## src/rtl/vga_timing_gen_if.sv

```systemverilog
// Raster timing bundle from vga_timing_gen to the renderers and the DAC.
// master drives the raster; slave is any consumer of counters and sync.
interface vga_timing_gen_if;
  logic [9:0] h_counter;
  logic [9:0] v_counter;
  logic       hsync;
  logic       vsync;
  logic       video_active;
  logic       pix_tick;
  logic       vga_clk;
  logic       frame_start;

  modport master (
    output h_counter, v_counter, hsync, vsync, video_active,
    output pix_tick, vga_clk, frame_start
  );

  modport slave (
    input h_counter, v_counter, hsync, vsync, video_active,
    input pix_tick, vga_clk, frame_start
  );
endinterface

```

## src/rtl/vga_timing_gen.sv

```systemverilog
// VGA raster timing: divides clk down to the pixel rate and produces counters,
// active-low syncs, blanking, a DAC pixel clock and a per-frame strobe.
module vga_timing_gen #(
  parameter int CLK_DIV  = 2,
  parameter int H_ACTIVE = 640,
  parameter int H_FP     = 16,
  parameter int H_SYNC   = 96,
  parameter int H_BP     = 48,
  parameter int V_ACTIVE = 480,
  parameter int V_FP     = 10,
  parameter int V_SYNC   = 2,
  parameter int V_BP     = 33
) (
  input  logic             clk,
  input  logic             reset,
  vga_timing_gen_if.master vga
);

  localparam int H_TOTAL = H_ACTIVE + H_FP + H_SYNC + H_BP;
  localparam int V_TOTAL = V_ACTIVE + V_FP + V_SYNC + V_BP;
  localparam int DIV_W   = (CLK_DIV > 1) ? $clog2(CLK_DIV) : 1;

  localparam logic [DIV_W-1:0] DIV_LAST = DIV_W'(CLK_DIV - 1);
  localparam logic [DIV_W-1:0] DIV_HALF = DIV_W'(CLK_DIV / 2);
  localparam logic             DIV_BYPASS = (CLK_DIV == 1);

  localparam logic [9:0] H_LAST = 10'(H_TOTAL - 1);
  localparam logic [9:0] V_LAST = 10'(V_TOTAL - 1);

  // Decode bounds are 11 bits so a sync pulse ending exactly at 1024 still compares correctly.
  localparam logic [10:0] H_VIS_END  = 11'(H_ACTIVE);
  localparam logic [10:0] H_SYNC_BEG = 11'(H_ACTIVE + H_FP);
  localparam logic [10:0] H_SYNC_END = 11'(H_ACTIVE + H_FP + H_SYNC);
  localparam logic [10:0] V_VIS_END  = 11'(V_ACTIVE);
  localparam logic [10:0] V_SYNC_BEG = 11'(V_ACTIVE + V_FP);
  localparam logic [10:0] V_SYNC_END = 11'(V_ACTIVE + V_FP + V_SYNC);

  logic [DIV_W-1:0] div_cnt;
  logic [DIV_W-1:0] div_next;
  logic             div_wrap;
  logic             tick;

  logic [9:0] h_cnt;
  logic [9:0] v_cnt;
  logic [9:0] h_next;
  logic [9:0] v_next;
  logic       h_wrap;
  logic       v_wrap;

  logic       hsync_q;
  logic       vsync_q;
  logic       active_q;
  logic       vga_clk_q;
  logic       frame_start_q;

  logic       hsync_zone;
  logic       vsync_zone;
  logic       active_next;

  // Pixel-rate divider.
  always_comb begin
    div_wrap = (div_cnt == DIV_LAST);
    div_next = div_wrap ? '0 : div_cnt + 1'b1;
  end

  // Gating with reset keeps pix_tick low while reset is held, yet lets a
  // CLK_DIV=1 build tick on the very first cycle after release.
  assign tick = reset & div_wrap;

  // Next raster position, used both for the counters and for the decode.
  always_comb begin
    h_wrap = (h_cnt == H_LAST);
    v_wrap = (v_cnt == V_LAST);
    h_next = h_wrap ? 10'd0 : h_cnt + 10'd1;
    v_next = v_cnt;
    if (h_wrap) begin
      v_next = v_wrap ? 10'd0 : v_cnt + 10'd1;
    end
  end

  // Decoding the next position lets the registered syncs line up with the counters.
  always_comb begin
    hsync_zone  = ({1'b0, h_next} >= H_SYNC_BEG) && ({1'b0, h_next} < H_SYNC_END);
    vsync_zone  = ({1'b0, v_next} >= V_SYNC_BEG) && ({1'b0, v_next} < V_SYNC_END);
    active_next = ({1'b0, h_next} < H_VIS_END) && ({1'b0, v_next} < V_VIS_END);
  end

  always_ff @(posedge clk) begin
    if (!reset) begin
      div_cnt       <= '0;
      h_cnt         <= 10'd0;
      v_cnt         <= 10'd0;
      hsync_q       <= 1'b1;
      vsync_q       <= 1'b1;
      active_q      <= 1'b0;
      vga_clk_q     <= 1'b0;
      frame_start_q <= 1'b0;
    end else begin
      div_cnt       <= div_next;
      vga_clk_q     <= DIV_BYPASS ? 1'b1 : (div_next >= DIV_HALF);
      frame_start_q <= tick && h_wrap && v_wrap;
      if (tick) begin
        h_cnt    <= h_next;
        v_cnt    <= v_next;
        hsync_q  <= ~hsync_zone;
        vsync_q  <= ~vsync_zone;
        active_q <= active_next;
      end
    end
  end

  assign vga.h_counter    = h_cnt;
  assign vga.v_counter    = v_cnt;
  assign vga.hsync        = hsync_q;
  assign vga.vsync        = vsync_q;
  assign vga.video_active = active_q;
  assign vga.pix_tick     = tick;
  assign vga.vga_clk      = vga_clk_q;
  assign vga.frame_start  = frame_start_q;

endmodule
```

## src/flat_wrapper.sv

```systemverilog
// flat-port wrapper written by rule: the top's interface ports become plain ports
module vga_timing_gen_flat 
#(
  parameter int CLK_DIV  = 2,
  parameter int H_ACTIVE = 640,
  parameter int H_FP     = 16,
  parameter int H_SYNC   = 96,
  parameter int H_BP     = 48,
  parameter int V_ACTIVE = 480,
  parameter int V_FP     = 10,
  parameter int V_SYNC   = 2,
  parameter int V_BP     = 33
)
  (clk, reset, vga_h_counter, vga_v_counter, vga_hsync, vga_vsync, vga_video_active, vga_pix_tick, vga_vga_clk, vga_frame_start);
  vga_timing_gen_if vga_i ();
  input  logic clk;
  input  logic reset;
  output wire logic [$bits(vga_i.h_counter)-1:0] vga_h_counter;
  output wire logic [$bits(vga_i.v_counter)-1:0] vga_v_counter;
  output wire logic [$bits(vga_i.hsync)-1:0] vga_hsync;
  output wire logic [$bits(vga_i.vsync)-1:0] vga_vsync;
  output wire logic [$bits(vga_i.video_active)-1:0] vga_video_active;
  output wire logic [$bits(vga_i.pix_tick)-1:0] vga_pix_tick;
  output wire logic [$bits(vga_i.vga_clk)-1:0] vga_vga_clk;
  output wire logic [$bits(vga_i.frame_start)-1:0] vga_frame_start;
  assign vga_h_counter = vga_i.h_counter;
  assign vga_v_counter = vga_i.v_counter;
  assign vga_hsync = vga_i.hsync;
  assign vga_vsync = vga_i.vsync;
  assign vga_video_active = vga_i.video_active;
  assign vga_pix_tick = vga_i.pix_tick;
  assign vga_vga_clk = vga_i.vga_clk;
  assign vga_frame_start = vga_i.frame_start;
  vga_timing_gen #(.CLK_DIV(CLK_DIV), .H_ACTIVE(H_ACTIVE), .H_FP(H_FP), .H_SYNC(H_SYNC), .H_BP(H_BP), .V_ACTIVE(V_ACTIVE), .V_FP(V_FP), .V_SYNC(V_SYNC), .V_BP(V_BP)) u_core (.clk(clk), .reset(reset), .vga(vga_i));
endmodule
```

## config.mk

```make
export PLATFORM = sky130hd
export DESIGN_NAME = vga_timing_gen_flat
export DESIGN_NICKNAME = d
export VERILOG_FILES = /design/src/rtl/vga_timing_gen_if.sv /design/src/rtl/vga_timing_gen.sv /design/src/flat_wrapper.sv
export SDC_FILE = /design/constraint.sdc
export NUM_CORES = 1
export LEC_CHECK = 0
export ABC_AREA = 1
export ABC_CLOCK_PERIOD_IN_PS = 3540
export CAP_MARGIN = 40
export CORE_ASPECT_RATIO = 0.7
export CORE_MARGIN = 8
export CORE_UTILIZATION = 50
export DETAILED_ROUTE_END_ITERATION = 6
export PLACE_DENSITY = 0.77
export SLEW_MARGIN = 15
export SYNTH_ARGS = -nofsm -noshare
export SYNTH_HDL_FRONTEND = slang
export SYNTH_SLANG_ARGS = --single-unit
```

## constraint.sdc

```tcl
create_clock -name clk -period 3.54 [get_ports clk]
set_input_delay 0.708 -clock clk [delete_from_list [all_inputs] [get_ports clk]]
set_output_delay 0.708 -clock clk [all_outputs]
set_load 0.01 [all_outputs]
```

### Yosys cells after proc, flatten, opt, wreduce, memory -nomap -nowiden

Index checks and enable logic that the tools add are counted.

| cells by class | value |
|---|---|
| reduce and logical (&&, ||, !) cells | 5 |
| bitwise gates (word level) | 3 |
| equality and inequality tests | 2 |
| $add $sub $neg | 3 |
| order comparisons | 7 |
| multiplexer cells | 4 |

Operator list:

| operator | number |
|---|---|
| $mux 10 | 3 |
| $add 10x1->10 const B | 2 |
| $eq 10x10->1 const B | 2 |
| $lt 10x10->1 const B | 2 |
| $lt 10x9->1 const B | 2 |
| $ge 10x10->1 const B | 1 |
| $ge 10x9->1 const B | 1 |
| $logic_and 1x1->1 | 5 |
| $not 1->1 | 2 |
| $add 1x1->1 const B | 1 |
| $and 1x1->1 | 1 |
| $ge 1x1->1 const B | 1 |
| $mux 1 | 1 |

| word-level totals | value |
|---|---|
| logic and storage cells | 32 |
| output and inout port bits | 26 |
| input bits | 2 |
| register bits after elaboration | 26 |

### Longest topological paths before layout

Gate-level depths: netlist of the first run.

| depth | value |
|---|---|
| word-level depth | 6 |
| gate-level depth with buffers | 12 |
| mapped depth without buffers | 12 |

### Worst setup path after synthesis of the first run

OpenSTA, ideal clock, no wires.

| timing path | value |
|---|---|
| path kind | input port to output port |
| from | input reset |
| to | output vga_pix_tick |
| data arrival time | 1022 ps |
| stages on the path | 2 |
| setup slack | 1810 ps |
| required time | 2832 ps |
| buffers on the path | 0 |
| cell sequence | nand2_1 > clkinv_1 |

| on the way | value |
|---|---|
| longest elaborated chain between the ends | 1 |

Ends and longest elaborated chain:

| element | RTL line | text |
|---|---|---|
| start: declaration | flat_wrapper.sv:17 | `input logic reset;` |
| $and 1x1->1 | vga_timing_gen.sv:68 | `assign tick = reset & div_wrap;` |
| end: declaration | flat_wrapper.sv:23 | `output wire logic [$bits(vga_i.pix_tick)-1:0] vga_pix_tick;` |

Every way passes these cells.

### Worst setup path in the final report of the first run

Same ends and word-level chain as after synthesis.

==> results of run 1 <==
kinds of logic after synthesis:
logic type | after synthesis
AOI/OAI and AO/OA | 31
adders and majority gates | 4
buffers and inverters | 37
DFF | 25
and+or+nand+nor | 137
layout make-up:
class / instances / share of cell area (%)
sequential: 25 / 26.9
clock buffer: 3 / 2.22
multi-input combinational: 172 / 45.9
clock inverter: 1 / 0.269
inverter: 35 / 7.05
tap: 36 / 2.42
timing repair buffer: 29 / 15.3
layer usage:
layer	wire (um)	share of wire, %	up-vias
met3	406	10	2
met4	19	0.48	0
met1	1940	49	696
met5	0	0	-
met2	1600	40	62
li1	-	-	822
worst max path at each step:
stage,depth (start not counted),from,endpoint
floorplan,2,reset,vga_pix_tick
global placement,4,reset,vga_pix_tick
detailed placement,4,reset,vga_pix_tick
CTS,4,reset,vga_pix_tick
global route,4,reset,vga_pix_tick
finish,4,reset,vga_pix_tick
flip-flops by register name (all words and copies together) (netlist names):
signal,count
u_core.vga.h_counter,10
u_core.vga.v_counter,10
u_core.vga.frame_start,1
u_core.vga.hsync,1
u_core.vga.vga_clk,1
u_core.vga.video_active,1
u_core.vga.vsync,1
worst max-delay path: stages:
cell	delay (ns)
sky130_fd_sc_hd__clkdlybuf4s50_1	0.47
sky130_fd_sc_hd__nand2_1	0.07
sky130_fd_sc_hd__clkinv_1	0.06
sky130_fd_sc_hd__clkdlybuf4s50_1	0.53
power by group:
part	switching, mW	leakage, nW	internal [mW]	total [mW]
registers	0.00352	0.202	0.285	0.288
clock network	0.0917	0.0255	0.0788	0.170
logic	0.0177	0.507	0.0127	0.0305
total	0.113	0.735	0.376	0.489
cell usage after synthesis, drive strengths merged (2+ instances only):
| library cell | count |
|---|---|
| a21oi | 5 |
| ha | 4 |
| o21ai | 12 |
| nand2 | 67 |
| dfxtp | 25 |
| inv | 33 |
| nor2 | 36 |
| nand4 | 5 |
| clkinv | 2 |
| o22ai | 10 |
| nor3 | 3 |
| nand3 | 25 |
==> results by group, run 1 <==
Run
  • Max Cap Viol: 0

Critical path
  • Crit Path Class: input pin to output port
  • Endpoint arrival time on the critical path: 1.84 ns
  • Worst reg2reg endpoint: u_core.vga.vsync
  • Nature of the critical path endpoint: output port
  • Startpoint Class: input pin
  • Worst R2R Start: u_core.vga.h_counter[0]
  • Number of cell instances on the worst register-to-register path: 10
  • Required time of the worst setup path: 2.83 ns
  • Critical Path Fanout Max: 2
  • Register-to-register setup slack: 1.60 ns

Global routing
  • Most congested layer reported by global routing: met1
  • Via count of the first global-routing pass: 1398
  • Antenna violations before repair: 0
  • GRT Resource Usage Total: 17.1%
  • Gr ovfl total: 0
  • Maximum number of pins on one net before global-route repair: 20
  • Met1 demand-to-capacity share in global routing: 25.3%
  • Global-route met2 utilization: 24.3%
  • Met3 layer usage reported by global route: 4.45%
  • First-pass GRT wire length: 6.67 mm

Timing
  • Number of pins with negative max-slew slack in the final report: 0
  • Number of hold-slack violations in the final timing report: 0
  • FMAX: 0.392 GHz
  • Final critical-path required period: 2.55 ns
  • # setup viols final: 0
  • Worst path setup slack after routing: 0.991 ns
  • Slew of the pin with the lowest slew margin: 0.578 ns
  • Unrepaired setup endpoints after global routing: no
  • Clk_skew: 0.00748 ns
  • Worst rel slew slack: 61.2%
  • Smallest hold slack: 0.468 ns
  • Setup tns final: 0 ns
  • Share of the clock period used by the worst path after layout: 72.0%

Finish
  • Number of inserted filler cells in the final layout: 265
  • Top library cells by usage in the layout, fill and taps aside: 65 x sky130_fd_sc_hd__nand2_1, 32 x sky130_fd_sc_hd__inv_1, 31 x sky130_fd_sc_hd__nor2_1
  • Combined flip-flop and latch cell area: 500 um2
  • Fraction of final layout cells with drive strength greater than 1: 7.17%
  • Final Cell Area: 1860 um2
  • Non-filler instance count after layout: 301
  • Final Core Density: 66.0%
  • Antenna cell count: 0
  • NumNets Final: 272
  • Leading cell type in the layout, fill and taps excluded: sky130_fd_sc_hd__nand2_1
  • Layout overhead on the synthesized area: 24.6%
  • Area of the multi-input gates: 855 um2

Routing
  • Total wire length: 3.96 mm
  • Drt first pass iters: 4
  • Via Count: 1582
  • Routed WL per cell: 13.2 um
  • Drt drc: 0
  • DRC marker count from the first detailed-route iteration: 161
  • Number of vias per cell after detailed routing: 5.26
  • Antenna Nets Post-Route: 0

Clock tree
  • Setup repair bufs after CTS: 0
  • H-tree depth reported by CTS: 1
  • Clock root buffer: sky130_fd_sc_hd__clkbuf_8
  • Maximum buffer depth of the clock tree: 2
  • Cts repair resizes: 0
  • Later-pin clock latency in the skew report: 0.27 ns
  • CTS sink count: 25
  • TritonCTS buffer count: 3
  • CTS tree: yes
  • Hold-fix buffers at CTS: 0
  • Clk slew on worst S/H paths: 0.08 ns

Floorplan
  • Std-Cell Rows: 16
  • Die Outline Area: 5020 um2
  • Core Region: 2820 um2
  • Die height: 61.8 um
  • Initial core utilization: 53.0%
  • Num ports: 28
  • Chip width: 81.4 um

Yosys
  • Simple-gate share of the synthesized area: 41.7%
  • Synthesis Warnings: 0
  • Xor and xnor area share after synthesis: 0%
  • Share of synthesized flip-flops with an asynchronous set or reset: 0%
  • Avg Synthesized Cell Area: 6.39 um2
  • Primary FF master, synth: sky130_fd_sc_hd__dfxtp_1
  • Yosys cell types: 25
  • Number of enable-type register cells in the synthesized netlist: 0
  • Ranking of synthesized cells by area: sky130_fd_sc_hd__dfxtp_1 33%, sky130_fd_sc_hd__nand2_1 16%, sky130_fd_sc_hd__inv_1 8.0%, sky130_fd_sc_hd__nor2_1 7.8%, sky130_fd_sc_hd__nand3_1 7.0%
  • Area share of the leading cell type in the synthesized netlist: 33.5%
  • Netlist area before placement: 1500 um2
  • Sequential share of the synthesized area: 33.5%
  • Compound-gate portion of the synthesized area: 12.1%
  • Net count of the mapped netlist: 240
  • Combinational family with the most area after synthesis: simple AND/OR/NAND/NOR gates
  • Multiplexer share of the synthesized area: 0%
  • Yosys top cell by area: sky130_fd_sc_hd__dfxtp_1
  • Synthesized instance count: 234
  • Adder-cell share of the synthesized area: 3.35%
  • Flip-flop and latch count after synthesis: 25

Place
  • Final Wtd Congestion: 0.863
  • Pre-CTS setup slack: 0.983 ns
  • Placed Cells incl. Taps: 297
  • Count of buffers from port buffering: 27
  • Placement Cell Area: 1820 um2
  • Placed wire-length estimate: 3.05 mm

Power
  • Peak ir drop on the vdd network: 0.000306 V
  • PnR Total Power: 489 uW
  • Total leakage power: 0.735 nW
  • Pwr per Cell Area: 263 nW/um2

Hold path
  • Critical hold path startpoint: u_core.vga.video_active
  • Worst Hold Path Cells: 2
  • Class of the tightest hold or removal check: flop to flop
  • Worst min-delay path endpoint: u_core.vga.video_active

Run status
  • Run status: finished, final reports clean
No activity file was read; power rests on OpenSTA's default activity.
==> inputs of run 2 (changes only) <==
--- a/config.mk
+++ b/config.mk
@@ -6,7 +6,7 @@
 export NUM_CORES = 1
 export LEC_CHECK = 0
 export ABC_AREA = 1
-export ABC_CLOCK_PERIOD_IN_PS = 3540
+export ABC_CLOCK_PERIOD_IN_PS = 2700
 export CAP_MARGIN = 40
 export CORE_ASPECT_RATIO = 0.7
 export CORE_MARGIN = 8
==> constraint.sdc (replaced) <==
create_clock -name clk -period 2.7 [get_ports clk]
set_input_delay 0.54 -clock clk [delete_from_list [all_inputs] [get_ports clk]]
set_output_delay 0.54 -clock clk [all_outputs]
set_load 0.01 [all_outputs]
==> results by group, run 2 (synthesis gave the netlist of run 1 again) <==
Run status
  • Run status: finished, final reports clean

Routing
  • Via Count: 1576
  • Drt drc: 0
  • Total wire length: 3.93 mm
  • Antenna Nets Post-Route: 0
  • Drt first pass iters: 4
  • Number of vias per cell after detailed routing: 5.22
  • DRC marker count from the first detailed-route iteration: 123
  • Routed WL per cell: 13.0 um

Finish
  • Number of inserted filler cells in the final layout: 252
  • Top library cells by usage in the layout, fill and taps aside: 65 x sky130_fd_sc_hd__nand2_1, 32 x sky130_fd_sc_hd__inv_1, 31 x sky130_fd_sc_hd__nor2_1
  • Antenna cell count: 0
  • Layout overhead on the synthesized area: 25.0%
  • Fraction of final layout cells with drive strength greater than 1: 7.14%
  • NumNets Final: 273
  • Leading cell type in the layout, fill and taps excluded: sky130_fd_sc_hd__nand2_1

Critical path
  • Worst reg2reg endpoint: u_core.vga.vsync
  • Nature of the critical path endpoint: output port
  • Number of cell instances on the worst register-to-register path: 10
  • Register-to-register setup slack: 0.78 ns
  • Crit Path Class: input pin to output port
  • Required time of the worst setup path: 2.16 ns
  • Worst R2R Start: u_core.vga.h_counter[0]
  • Critical Path Fanout Max: 2
  • Startpoint Class: input pin
  • Endpoint arrival time on the critical path: 1.67 ns

Floorplan
  • Std-Cell Rows: 16
  • Num ports: 28
  • Initial core utilization: 53.0%
  • Die Outline Area: 5020 um2
  • Core Region: 2820 um2
  • Chip width: 81.4 um
  • Die height: 61.8 um

Clock tree
  • Clock root buffer: sky130_fd_sc_hd__clkbuf_8
  • Cts repair resizes: 0
  • Maximum buffer depth of the clock tree: 2
  • Setup repair bufs after CTS: 0
  • Clk slew on worst S/H paths: 0.08 ns
  • Later-pin clock latency in the skew report: 0.27 ns
  • H-tree depth reported by CTS: 1
  • TritonCTS buffer count: 3
  • CTS sink count: 25
  • Hold-fix buffers at CTS: 0
  • CTS tree: yes

Global routing
  • Gr ovfl total: 0
  • Maximum number of pins on one net before global-route repair: 16
  • First-pass GRT wire length: 6.52 mm
  • Antenna violations before repair: 0
  • Via count of the first global-routing pass: 1325
  • GRT Resource Usage Total: 16.7%

Power
  • Total leakage power: 0.737 nW
  • Switching share of total power: 22.8%
  • Peak ir drop on the vdd network: 0.000240 V
  • Share of power burned in registers: 58.6%
  • Pwr per Cell Area: 345 nW/um2
  • Internal power: 497 uW
  • Switching power: 147 uW
  • Fraction of power consumed by the clock network: 35.0%
  • Share of power burned in combinational logic: 6.4%

Hold path
  • Class of the tightest hold or removal check: flop to flop
  • Critical hold path startpoint: u_core.vga.video_active
  • Worst Hold Path Cells: 2
  • Worst min-delay path endpoint: u_core.vga.video_active

Timing
  • Worst rel slew slack: 77.2%
  • Unrepaired setup endpoints after global routing: no
  • Setup tns final: 0 ns
  • Final critical-path required period: 2.21 ns
  • Number of pins with negative max-slew slack in the final report: 0
  • Worst path setup slack after routing: 0.491 ns
  • # setup viols final: 0
  • Share of the clock period used by the worst path after layout: 81.8%
  • Number of hold-slack violations in the final timing report: 0
  • Clk_skew: 0.00898 ns
  • FMAX: 0.453 GHz
  • Slew of the pin with the lowest slew margin: 0.340 ns

Place
  • Placed wire-length estimate: 3.04 mm
  • Final Wtd Congestion: 0.867
  • Pre-CTS setup slack: 0.486 ns
  • Count of buffers from port buffering: 27

Run
  • Max Cap Viol: 0
run 2: cell count changes in the layout (fill, tap and decap cells not counted), sizes merged:
cell | before | now
clkinv | 3 | 2
clkbuf | 3 | 4
buf | 2 | 3
run 2: routing by layer:
| metal | up-vias | wire length (um) | GRT usage (%) | part of all wire (%) |
|---|---|---|---|---|
| met2 | 50 | 1570 | 22.9 | 40 |
| met4 | 0 | 25 | 4.30 | 0.64 |
| li1 | 825 | - | - | - |
| met1 | 697 | 2030 | 24.7 | 52 |
| met3 | 4 | 299 | 4.17 | 7.6 |
| met5 | - | 0 | 0 | 0 |
run 2: layout make-up:
type	instances	area (um2)	area share (%)
inverters	35	131	7.03
multi-input cells	172	855	45.7
flip-flops and latches	25	500	26.8
repair buffers	30	293	15.7
clock buffers	4	45.0	2.41
well taps	36	45.0	2.41
run 2: worst max-delay path by stage:
stage / start / end / slack (ns) / depth (start not counted)
final: reset / vga_pix_tick / 0.49 / 4
after global routing: reset / vga_pix_tick / 0.43 / 4
after CTS: reset / vga_pix_tick / 0.49 / 4
after detailed placement: reset / vga_pix_tick / 0.49 / 4
after global placement: reset / vga_pix_tick / 0.48 / 4
after floorplan: u_core.vga.h_counter[0] / u_core.vga.vsync / 1.13 / 10
run 2: through the flow:
step	power (mW)	utilization (%)	instance area, um2	instances	hold WS (ns)
3_5_place_dp	0.427	64.6	1820	298	0.438
5_1_grt	0.667	66.2	1870	302	0.494
4_1_cts	0.648	66.2	1870	302	0.463
6_report	0.644	66.2	1870	302	0.460
2_1_floorplan	0.405	-	1500	234	0.474
3_3_place_gp	0.427	64.6	1820	298	0.455
run 2: critical path: stages:
cell and delay, ns:
sky130_fd_sc_hd__clkdlybuf4s50_1 0.47, sky130_fd_sc_hd__nand2_1 0.07, sky130_fd_sc_hd__clkinv_1 0.06, sky130_fd_sc_hd__clkdlybuf4s50_1 0.53
run 2: power by group through the flow:
stage / sequential [mW] / combinational [mW] / clock [mW]
floorplan: 0.388 / 0.0167 / 0
global placement: 0.386 / 0.0407 / 0
detailed placement: 0.386 / 0.0406 / 0
CTS: 0.378 / 0.0408 / 0.229
global route: 0.378 / 0.0436 / 0.245
finish: 0.378 / 0.0411 / 0.225
==> inputs of run 3 (changes only) <==
--- a/config.mk
+++ b/config.mk
@@ -6,7 +6,7 @@
 export NUM_CORES = 1
 export LEC_CHECK = 0
 export ABC_AREA = 1
-export ABC_CLOCK_PERIOD_IN_PS = 2700
+export ABC_CLOCK_PERIOD_IN_PS = 2100
 export CAP_MARGIN = 40
 export CORE_ASPECT_RATIO = 0.7
 export CORE_MARGIN = 8
==> constraint.sdc (replaced) <==
create_clock -name clk -period 2.1 [get_ports clk]
set_input_delay 0.42 -clock clk [delete_from_list [all_inputs] [get_ports clk]]
set_output_delay 0.42 -clock clk [all_outputs]
set_load 0.01 [all_outputs]
==> results by group, run 3 (synthesis gave the netlist of run 1 again) <==
Power
  • Total leakage power: 0.748 nW
  • Share of power burned in registers: 58.8%
  • Switching share of total power: 22.9%
  • Switching power: 189 uW
  • Share of power burned in combinational logic: 6.7%
  • Internal power: 637 uW
  • Pwr per Cell Area: 438 nW/um2
  • Peak ir drop on the vdd network: 0.000473 V
  • Fraction of power consumed by the clock network: 34.5%

Routing
  • Number of vias per cell after detailed routing: 5.20
  • DRC marker count from the first detailed-route iteration: 198
  • Total wire length: 4.00 mm
  • Via Count: 1582
  • Routed WL per cell: 13.2 um
  • Antenna Nets Post-Route: 0
  • Drt first pass iters: 5
  • Drt drc: 0

Finish
  • Antenna cell count: 0
  • Layout overhead on the synthesized area: 26.1%
  • Top library cells by usage in the layout, fill and taps aside: 65 x sky130_fd_sc_hd__nand2_1, 32 x sky130_fd_sc_hd__inv_1, 31 x sky130_fd_sc_hd__nor2_1
  • Leading cell type in the layout, fill and taps excluded: sky130_fd_sc_hd__nand2_1
  • Non-filler instance count after layout: 304
  • Number of inserted filler cells in the final layout: 253
  • Fraction of final layout cells with drive strength greater than 1: 8.21%
  • NumNets Final: 275

Global routing
  • Gr ovfl total: 0
  • First-pass GRT wire length: 7.11 mm
  • Via count of the first global-routing pass: 1562
  • Antenna violations before repair: 0
  • GRT Resource Usage Total: 18.0%
  • Maximum number of pins on one net before global-route repair: 20

Critical path
  • Critical Path Fanout Max: 2
  • Endpoint arrival time on the critical path: 1.57 ns
  • Crit Path Class: input pin to output port
  • Startpoint Class: input pin
  • Required time of the worst setup path: 1.68 ns
  • Nature of the critical path endpoint: output port

Floorplan
  • Initial core utilization: 53.0%
  • Num ports: 28
  • Core Region: 2820 um2
  • Die Outline Area: 5020 um2
  • Die height: 61.8 um
  • Std-Cell Rows: 16
  • Chip width: 81.4 um

Clock tree
  • Maximum buffer depth of the clock tree: 2
  • TritonCTS buffer count: 3
  • Clock root buffer: sky130_fd_sc_hd__clkbuf_8
  • Later-pin clock latency in the skew report: 0.27 ns
  • CTS sink count: 25
  • Hold-fix buffers at CTS: 0
  • H-tree depth reported by CTS: 1
  • Clk slew on worst S/H paths: 0.09 ns
  • CTS tree: yes

Hold path
  • Class of the tightest hold or removal check: flop to flop

Timing
  • Share of the clock period used by the worst path after layout: 94.7%
  • Clk_skew: 0.00160 ns
  • Number of pins with negative max-slew slack in the final report: 0
  • Final critical-path required period: 1.99 ns
  • Worst rel slew slack: 82.7%
  • FMAX: 0.503 GHz
  • Setup tns final: 0 ns
  • Slew of the pin with the lowest slew margin: 0.258 ns
  • Number of hold-slack violations in the final timing report: 0
  • Unrepaired setup endpoints after global routing: no
  • # setup viols final: 0

Run
  • Max Cap Viol: 0

Place
  • Placed wire-length estimate: 3.08 mm
  • Final Wtd Congestion: 0.850
  • Count of buffers from port buffering: 27
  • Placed Cells incl. Taps: 299

Run status
  • Run status: finished, final reports clean
## run 3: through the flow
stage | total power, mW | setup slack (ns) | hold slack [ns] | cell area (um2) | util [%]
2_1_floorplan | 0.521 | 0.526 | 0.474 | 1500 | -
3_3_place_gp | 0.552 | 0.126 | 0.447 | 1830 | 64.9
3_5_place_dp | 0.552 | 0.101 | 0.449 | 1830 | 64.9
4_1_cts | 0.839 | 0.0998 | 0.467 | 1880 | 66.5
5_1_grt | 0.860 | 0.0262 | 0.495 | 1890 | 66.8
6_report | 0.826 | 0.111 | 0.460 | 1890 | 66.8
## run 3: what timing repair did
action                     in CTS  in global routing
resized for setup               0                  0
setup endpoints to repair       0                  1
setup buffers                   0                  1
## run 3: worst max-delay path, cell delays in order
cell                              delay, ns
sky130_fd_sc_hd__clkdlybuf4s50_1       0.48
sky130_fd_sc_hd__nand2_1               0.08
sky130_fd_sc_hd__clkinv_1              0.07
sky130_fd_sc_hd__clkdlybuf4s50_1       0.53
## run 3: final timing paths
| path | depth (start not counted) | start | to | slack, ns |
|---|---|---|---|---|
| hold reg to reg | 2 | u_core.vga.video_active | u_core.vga.video_active | 0.46 |
| setup reg to reg | 11 | u_core.vga.h_counter[0] | u_core.vga.vsync | 0.29 |
| setup / recovery | 4 | reset | vga_pix_tick | 0.11 |
| hold / removal | 2 | u_core.vga.video_active | u_core.vga.video_active | 0.46 |
## run 3: layout make-up
| cell class | instances | area (um2) | area share, % |
|---|---|---|---|
| timing repair buffer | 32 | 308 | 16.3 |
| tap | 36 | 45.0 | 2.39 |
| multi-input combinational | 172 | 855 | 45.3 |
| clock buffer | 3 | 41.3 | 2.19 |
| inverter | 35 | 131 | 6.97 |
| clock inverter | 1 | 5.00 | 0.265 |
| sequential | 25 | 500 | 26.5 |
## run 3: routing by layer
| metal | global-route usage, % | vias up | routed length, um |
|---|---|---|---|
| met4 | 4.56 | 0 | 47 |
| met2 | 26.7 | 54 | 1540 |
| li1 | - | 825 | - |
| met1 | 25.5 | 699 | 2050 |
| met5 | 0 | - | 0 |
| met3 | 4.17 | 4 | 359 |
## run 3: power by group through the flow
stage                     sequential [mW]  combinational [mW]  clock [mW]
after floorplan                     0.499              0.0215           0
after global placement              0.497              0.0549           0
after detailed placement            0.497              0.0556           0
after CTS                           0.486              0.0558       0.297
after global routing                0.487              0.0598       0.313
final                               0.486              0.0556       0.285
